**config.mk**
```make
export PLATFORM = sky130hd
export DESIGN_NAME = decodificador_mfd
export DESIGN_NICKNAME = d
export VERILOG_FILES = /design/src/rtl/decodificador_mfd.sv
export SDC_FILE = /design/constraint.sdc
export NUM_CORES = 1
export LEC_CHECK = 0
export ABC_AREA = 1
export CORE_MARGIN = 1.5
export CORE_UTILIZATION = 46
export CTS_CLUSTER_SIZE = 24
export DETAILED_ROUTE_END_ITERATION = 10
export PLACE_DENSITY = 0.75
export SETUP_SLACK_MARGIN = 0.1
export SLEW_MARGIN = 20
export SYNTH_ARGS = -nofsm -noshare
export SYNTH_HDL_FRONTEND = slang
export SYNTH_SLANG_ARGS = --single-unit
```
**constraint.sdc**
```tcl
create_clock -name clk -period 1.7 [get_ports clk]
set_clock_uncertainty 0.15 [all_clocks]
set_input_delay 0.255 -clock clk [delete_from_list [all_inputs] [get_ports clk]]
set_output_delay 0.255 -clock clk [all_outputs]
set_load 0.02 [all_outputs]
```
**src/rtl/decodificador_mfd.sv**
```systemverilog
// Serial receiver and inverse mapper for the +/-1 code-conversion circuit.
// Recovers XYZ from a framed {tag,A,B,C} word and presents it on a valid/ready port.
//
// state | meaning
// IDLE  | waiting for a strobed start bit
// RX    | shifting in tag, A, B, C (bit count 0..3)
// HOLD  | result presented, waiting for out_ready
module decodificador_mfd #(
   parameter int ERR_W = 4
) (
   input  logic             clk,
   input  logic             rst_n,
   input  logic             ser_en,
   input  logic             ser_in,
   input  logic             out_ready,
   input  logic             clr_err,
   output logic             out_valid,
   output logic [2:0]       out_xyz,
   output logic             out_err,
   output logic [ERR_W-1:0] err_count,
   output logic             ovf,
   output logic             busy
);

   typedef enum logic [1:0] {
      ST_IDLE = 2'd0,
      ST_RX   = 2'd1,
      ST_HOLD = 2'd2
   } state_t;

   localparam logic [ERR_W-1:0] ERR_ONE = {{(ERR_W-1){1'b0}}, 1'b1};
   localparam logic [ERR_W-1:0] ERR_MAX = {ERR_W{1'b1}};

   state_t           state_q, state_d;
   logic [1:0]       cnt_q, cnt_d;
   logic [2:0]       shift_q, shift_d;
   logic [2:0]       xyz_q, xyz_d;
   logic             err_q, err_d;
   logic [ERR_W-1:0] errcnt_q, errcnt_d;
   logic             ovf_q, ovf_d;

   logic             start;
   logic             accept;

   // Returns {err, xyz}; codes 3 and 4 are resolved by the tag.
   function automatic logic [3:0] decode(input logic tag, input logic [2:0] c);
      logic [3:0] r;
      r = 4'b1000;
      if (!tag) begin
         if (c >= 3'd1 && c <= 3'd4) r = {1'b0, c - 3'd1};
      end else begin
         if (c >= 3'd3 && c <= 3'd6) r = {1'b0, c + 3'd1};
      end
      return r;
   endfunction

   assign start  = ser_en & ser_in;
   assign accept = (state_q == ST_HOLD) & out_ready;

   always_comb begin
      state_d  = state_q;
      cnt_d    = cnt_q;
      shift_d  = shift_q;
      xyz_d    = xyz_q;
      err_d    = err_q;
      errcnt_d = errcnt_q;
      ovf_d    = ovf_q;

      case (state_q)
         ST_IDLE: begin
            if (start) begin
               state_d = ST_RX;
               cnt_d   = 2'd0;
               shift_d = 3'd0;
            end
         end
         ST_RX: begin
            if (ser_en) begin
               shift_d = {shift_q[1:0], ser_in};
               cnt_d   = cnt_q + 2'd1;
               if (cnt_q == 2'd3) begin
                  state_d        = ST_HOLD;
                  {err_d, xyz_d} = decode(shift_q[2], {shift_q[1:0], ser_in});
               end
            end
         end
         ST_HOLD: begin
            if (out_ready) begin
               // a start bit in the handshake cycle opens the next frame immediately
               if (start) begin
                  state_d = ST_RX;
                  cnt_d   = 2'd0;
                  shift_d = 3'd0;
               end else begin
                  state_d = ST_IDLE;
               end
            end else if (start) begin
               ovf_d = 1'b1;
            end
         end
         default: state_d = ST_IDLE;
      endcase

      if (accept && err_q && errcnt_q != ERR_MAX) errcnt_d = errcnt_q + ERR_ONE;

      if (clr_err) begin
         errcnt_d = '0;
         ovf_d    = 1'b0;
      end
   end

   always_ff @(posedge clk or negedge rst_n) begin
      if (!rst_n) begin
         state_q  <= ST_IDLE;
         cnt_q    <= 2'd0;
         shift_q  <= 3'd0;
         xyz_q    <= 3'd0;
         err_q    <= 1'b0;
         errcnt_q <= '0;
         ovf_q    <= 1'b0;
      end else begin
         state_q  <= state_d;
         cnt_q    <= cnt_d;
         shift_q  <= shift_d;
         xyz_q    <= xyz_d;
         err_q    <= err_d;
         errcnt_q <= errcnt_d;
         ovf_q    <= ovf_d;
      end
   end

   assign out_valid = (state_q == ST_HOLD);
   assign out_xyz   = xyz_q;
   assign out_err   = err_q;
   assign err_count = errcnt_q;
   assign ovf       = ovf_q;
   assign busy      = (state_q != ST_IDLE);

endmodule

```
# Word-level counts from Yosys, hierarchy flattened
# Index checks and enable logic that the tools add are counted.
dict set report op_classes {
  reduce_logical 14
  muxes 23
  addsub 4
  multipliers 0
  div 0
  eq_ne 9
  bitwise_logic 2
  magnitude_cmp 4
  shifts 0
}
# operator n
set op_table {}
lappend op_table {{$mux W4} 5}
lappend op_table {{$mux W2} 7}
lappend op_table {{$pmux W2 S3} 2}
lappend op_table {{$mux W3} 3}
lappend op_table {{$pmux W3 S3} 1}
lappend op_table {{$reduce_and A3 Y1} 3}
lappend op_table {{$ne A2 B2 Y1 const B} 4}
lappend op_table {{$reduce_bool A2 Y1} 4}
lappend op_table {{$le A3 B3 Y1 const B} 2}
lappend op_table {{$mux W1} 5}
lappend op_table {{$add A4 B1 Y4 const B} 1}
lappend op_table {{$eq A2 B2 Y1 const B} 2}
lappend op_table {{$logic_and A1 B1 Y1} 4}
lappend op_table {{$ne A4 B4 Y1 const B} 1}
lappend op_table {{$reduce_and A4 Y1} 1}
lappend op_table {{$add A3 B1 Y3 const B} 1}
lappend op_table {{$ge A3 B1 Y1 const B} 1}
lappend op_table {{$ge A3 B2 Y1 const B} 1}
lappend op_table {{$reduce_bool A3 Y1} 1}
lappend op_table {{$sub A3 B1 Y3 const B} 1}
lappend op_table {{$add A2 B1 Y2 const B} 1}
lappend op_table {{$and A1 B1 Y1} 2}
lappend op_table {{$eq A2 B1 Y1 const B} 1}
lappend op_table {{$logic_not A2 Y1} 1}
lappend op_table {{$ne A2 B1 Y1 const B} 1}
dict set report word_totals {
  ramBits 0
  out_inout_bits 11
  mem_count 0
  romBits 0
  ff_bits 16
  latchBits 0
}

# Depth between registers and ports, before layout
# Gate-level depths: netlist of run 1.
dict set report depth {
  depth_word 6
  ltp_mapped 11
  mapped_depth_nobuf 10
}

# Worst setup path before layout of run 1
# OpenSTA, ideal clock, no wires.
dict set report synth_path {
  kind {reg2reg}
  from {register shift_q[0]}
  to {register xyz_q[2] (netlist: out_xyz[2])}
  path_stages_with_launch 10
  arrival_time_ns 1.243
  period_less_slack_ns 1.458
  path_buffers 0
  setup_ns 0.065
  path_slack_ns 0.242
  path_cell_list {dfrtp_1 > inv_1 > ha_1 > inv_1 > ha_1 > nor2_1 > nand3_1 > nand2_1 > nand2_1 > nand2_1}
}
dict set report synth_between {
  elab_chain_cells 4
  elab_cells_between_ends 11
  cone_classes {add/sub (2); order compare (4); mux (3); reduce/logical (2)}
}
# element line_no
set synth_rtl {}
lappend synth_rtl {{start, declared} 36} ;# logic [2:0] shift_q, shift_d;
lappend synth_rtl {{start signal, assigned} 124} ;# shift_q <= shift_d;
lappend synth_rtl {{$ge A3 B1 Y1, or another cell as far along} 50} ;# if (c >= 3'd1 && c <= 3'd4) r = {1'b0, c - 3'd1};
lappend synth_rtl {{$logic_and A1 B1 Y1 (on tied branches)} {50, 52}}
lappend synth_rtl {{$mux W4 (on tied branches)} {50, 52}}
lappend synth_rtl {{$mux W4 *} 49} ;# if (!tag) begin
lappend synth_rtl {{end signal, assigned} 125} ;# xyz_q <= xyz_d;
lappend synth_rtl {{end, declared} 37} ;# logic [2:0] xyz_q, xyz_d;
# Every way passes the cells marked *; elsewhere a longest branch is shown, timed or not.
# A chain may end at the register's enable or synchronous reset.

# Worst setup path in the final report of run 1
dict set report layout_path {
  from {register state_q[0]}
  to {register shift_q[2]}
}
dict set report layout_between {
  elab_chain_cells 3
  elab_cells_between_ends 8
  cone_classes {eq/ne (4); mux (1); reduce/logical (3)}
}
# element line_no
set layout_rtl {}
lappend layout_rtl {{start, declared} 34} ;# state_t state_q, state_d;
lappend layout_rtl {{start signal, assigned} 122} ;# state_q <= state_d;
lappend layout_rtl {{$eq A2 B2 Y1, or another cell as far along} 69} ;# case (state_q)
lappend layout_rtl {{$ne A2 B2 Y1 (no line) / $reduce_bool A3 Y1 (equally long branches)} n/a}
lappend layout_rtl {{$reduce_and A3 Y1 (no line)} n/a}
# Parallel ways exist; a longest one is shown, timed or not.

==> metrics.cfg, run 1 <==
[logic_synthesis]
seq_area_frac_synth = 0.388
ys_types = 18
syn_avg_cell_area_sq_um = 7.36
synth-seq-cells = 16
dominantRegCellSynth = dfrtp_1
yosysTopAreaCellShare = 0.388
synth_async_sr_flop_share = 1.00
syn_inst = 140
synth_area_sq_um = 1030
synth_edf_count = 0
synth_fp_nets = 153
ys_top_cells_by_area = dfrtp_1, nand2_1, nand3_1
yosysWarnings = 0
synth.largest_area_cell = dfrtp_1

[grt]
grt_overflow = 0
antenna_found_initial = 0
grt_max_degree = 17
grt_pass1_vias = 929
grt_use_total = 0.193
grt_pass1_wl_mm = 3.83

[finish]
antenna_cells = 0
fin_nets = 180
fin_area_sq_um = 1280
drive_above_1_share = 0.188
area_delta_synth_final_pct = 23.9
fillers = 194

[floorplanning]
core-area_sq_um = 2040
io_pins = 17
rows = 16
die_width_um = 50.3
dieArea_sq_um = 2530
start_util = 0.505
die_y_um = 50.3

[route]
met2WireLength_um = 983
wl_met3_um = 76
top_layer_used = met4
vias = 933
wire_per_inst_um = 10.6
ant_nets = 0
drt_iter0_drc = 30
first_pass_iters = 4
viasPerCell = 4.86
drc_errors = 0
wl_met1_um = 960
wl_mm = 2.04

[cts]
clockBufferDepth = 2
insertion_delay_ns = 0.28
clk_pin_slew_ns = 0.09
cts-htree-levels = 1
cts_tree = yes
cts.sink_count = 16
cts_buffers = 3
cts-root-buf = clkbuf_4
ctsHoldBuffers = 0

[worst_setup_path]
cpPeakStageDelay_ns = 0.45
end_kind = register
start_kind = register
required_ns = 1.73
crit_arrival_ns = 1.53
critical_path_class = reg2reg
slowest_stage = dfrtp_2
cp_max_fo = 5
crit_chain = buf_4 > buf_4 > or2_4 > nand2_2 > nand2_4 > nand2_1 > nand2_1

[timing]
timing.slew.headroom = 0.857
rsz0062_at_grt = yes
finalSetupViolCount = 0
clock.fmax_mhz = 664
post-route-period-util = 0.886
worst_slew_pin_slew_ns = 0.214
final-hold-violation-count = 0
fin_setup_tns_ns = 0
drv_slew = 0
min_period_ns = 1.51

[outcome]
status = completed

[placement]
portBuffers = 16
gp_routability_congestion = 0.819
placed_area_sq_um = 1250
dp_hpwl_mm = 1.56

[power]
vdd.ir_drop.worst_mv = 0.752
powerDensity_nw_per_um2 = 1230
p_leak_nw = 0.747

[worst_hold_path]
hold_path_class = in2async

[job]
max_cap_viol_count = 0

-- cell usage in the layout (no fill, tap or decap) --
cell type	instances
nand2_1	49
nand3_1	20
inv_1	14
dfrtp_1	13
nor2_1	12
dlygate4sd2_1	9
ha_1	7
buf_4	7
nand2_2	5
inv_2	4
clkdlybuf4s50_1	4
clkbuf_4	3
dfrtp_2	3
nor2_4	2
nand2_4	2
a21oi_1	2
clkbuf_2	2
or2_4	1
nor2_2	1
o21ai_0	1
nand4_1	1
nand3_4	1
xor2_1	1
dlymetal6s2s_1	1
-- state kept, by name (all words and copies together), names as in the netlist --
register	cells
cnt_q	2
state_q	2
shift_q	3
out_err	1
err_count	4
out_xyz	3
ovf	1
-- kinds of logic after synthesis --
kind of cell	count (synthesis)	share of synthesized area
simple gates	94	0.431
compound gates	3	0.0146
buf+inv	19	0.0728
fa+ha+maj	7	0.0849
flops	16	0.388
xor+xnor	1	0.00850
-- synthesized netlist by cell type, types with 2 or more instances --
cell type	instances
nand2_1	49
nand2_2	5
dfrtp_1	16
a21oi_1	2
ha_1	7
nor2_1	12
nand2_4	2
inv_1	15
nor2_4	2
nand3_1	20
inv_2	3
-- area by class of cell --
| class | count | area [sq um] | area share |
|---|---|---|---|
| repair buffers | 23 | 194 | 0.152 |
| inverters | 18 | 67.6 | 0.0529 |
| multi-input cells | 105 | 556 | 0.435 |
| clock buffers | 3 | 22.5 | 0.0176 |
| flip-flops and latches | 16 | 404 | 0.316 |
| well taps | 27 | 33.8 | 0.0264 |
-- critical path: cells and delay by family (launching register included) --
family / cells / cell delay [ns]
DFF: 1 / 0.45
and+or+nand+nor: 5 / 0.54
buffers and inverters: 2 / 0.29
-- power by group --
part | internal (mW) | total, mW | switching [mW]
clock network | 0.0822 | 0.199 | 0.117
logic | 0.316 | 0.779 | 0.462
registers | 0.492 | 0.599 | 0.106
total | 0.891 | 1.58 | 0.685
-- final timing paths --
check,slack [ns],end,cells past startpoint,from
worst min-delay path,0.15,out_xyz[1],2,rst_n
worst max-delay path,0.19,shift_q[2],7,state_q[0]
worst min register to register,0.33,out_xyz[1],2,out_xyz[1]
max in group asynchronous,1.05,state_q[0],2,rst_n
min in group clk,0.30,shift_q[0],4,ser_in
worst max register to register,0.19,shift_q[2],7,state_q[0]
-- stage by stage --
step | power (mW) | util | cells | hold slack [ns] | setup slack, ns
2_1_floorplan | 1.12 | - | 140 | -0.191 | 0.242
3_3_place_gp | 1.35 | 0.615 | 187 | 0.308 | -0.0897
3_5_place_dp | 1.39 | 0.615 | 187 | 0.318 | -0.139
4_1_cts | 1.57 | 0.624 | 191 | 0.144 | 0.0955
5_1_grt | 1.74 | 0.626 | 192 | 0.157 | 0.0818
6_report | 1.58 | 0.626 | 192 | 0.146 | 0.195
-- routing by layer --
layer  vias to the layer above  track usage
met5                         -            0
met4                         0       0.0631
met3                         2       0.0298
met2                        21        0.331
met1                       420        0.247
li1                        490            -
-- timing repair --
item	CTS	global route
endpoints found under the hold margin	0	0
resized for setup	13	7
setup buffers	1	1
endpoints found under the setup margin	12	5
Note: power is estimated with default switching activity, not from simulation.
==> inputs of run 2 (changes only) <==
--- a/config.mk
+++ b/config.mk
@@ -8,6 +8,7 @@
 export ABC_AREA = 1
 export CORE_MARGIN = 1.5
 export CORE_UTILIZATION = 46
+export CTS_CLUSTER_DIAMETER = 50
 export CTS_CLUSTER_SIZE = 24
 export DETAILED_ROUTE_END_ITERATION = 10
 export PLACE_DENSITY = 0.75
==> results of run 2 <==
No change in the layout: final DEF, timing and power equal those of run 1.
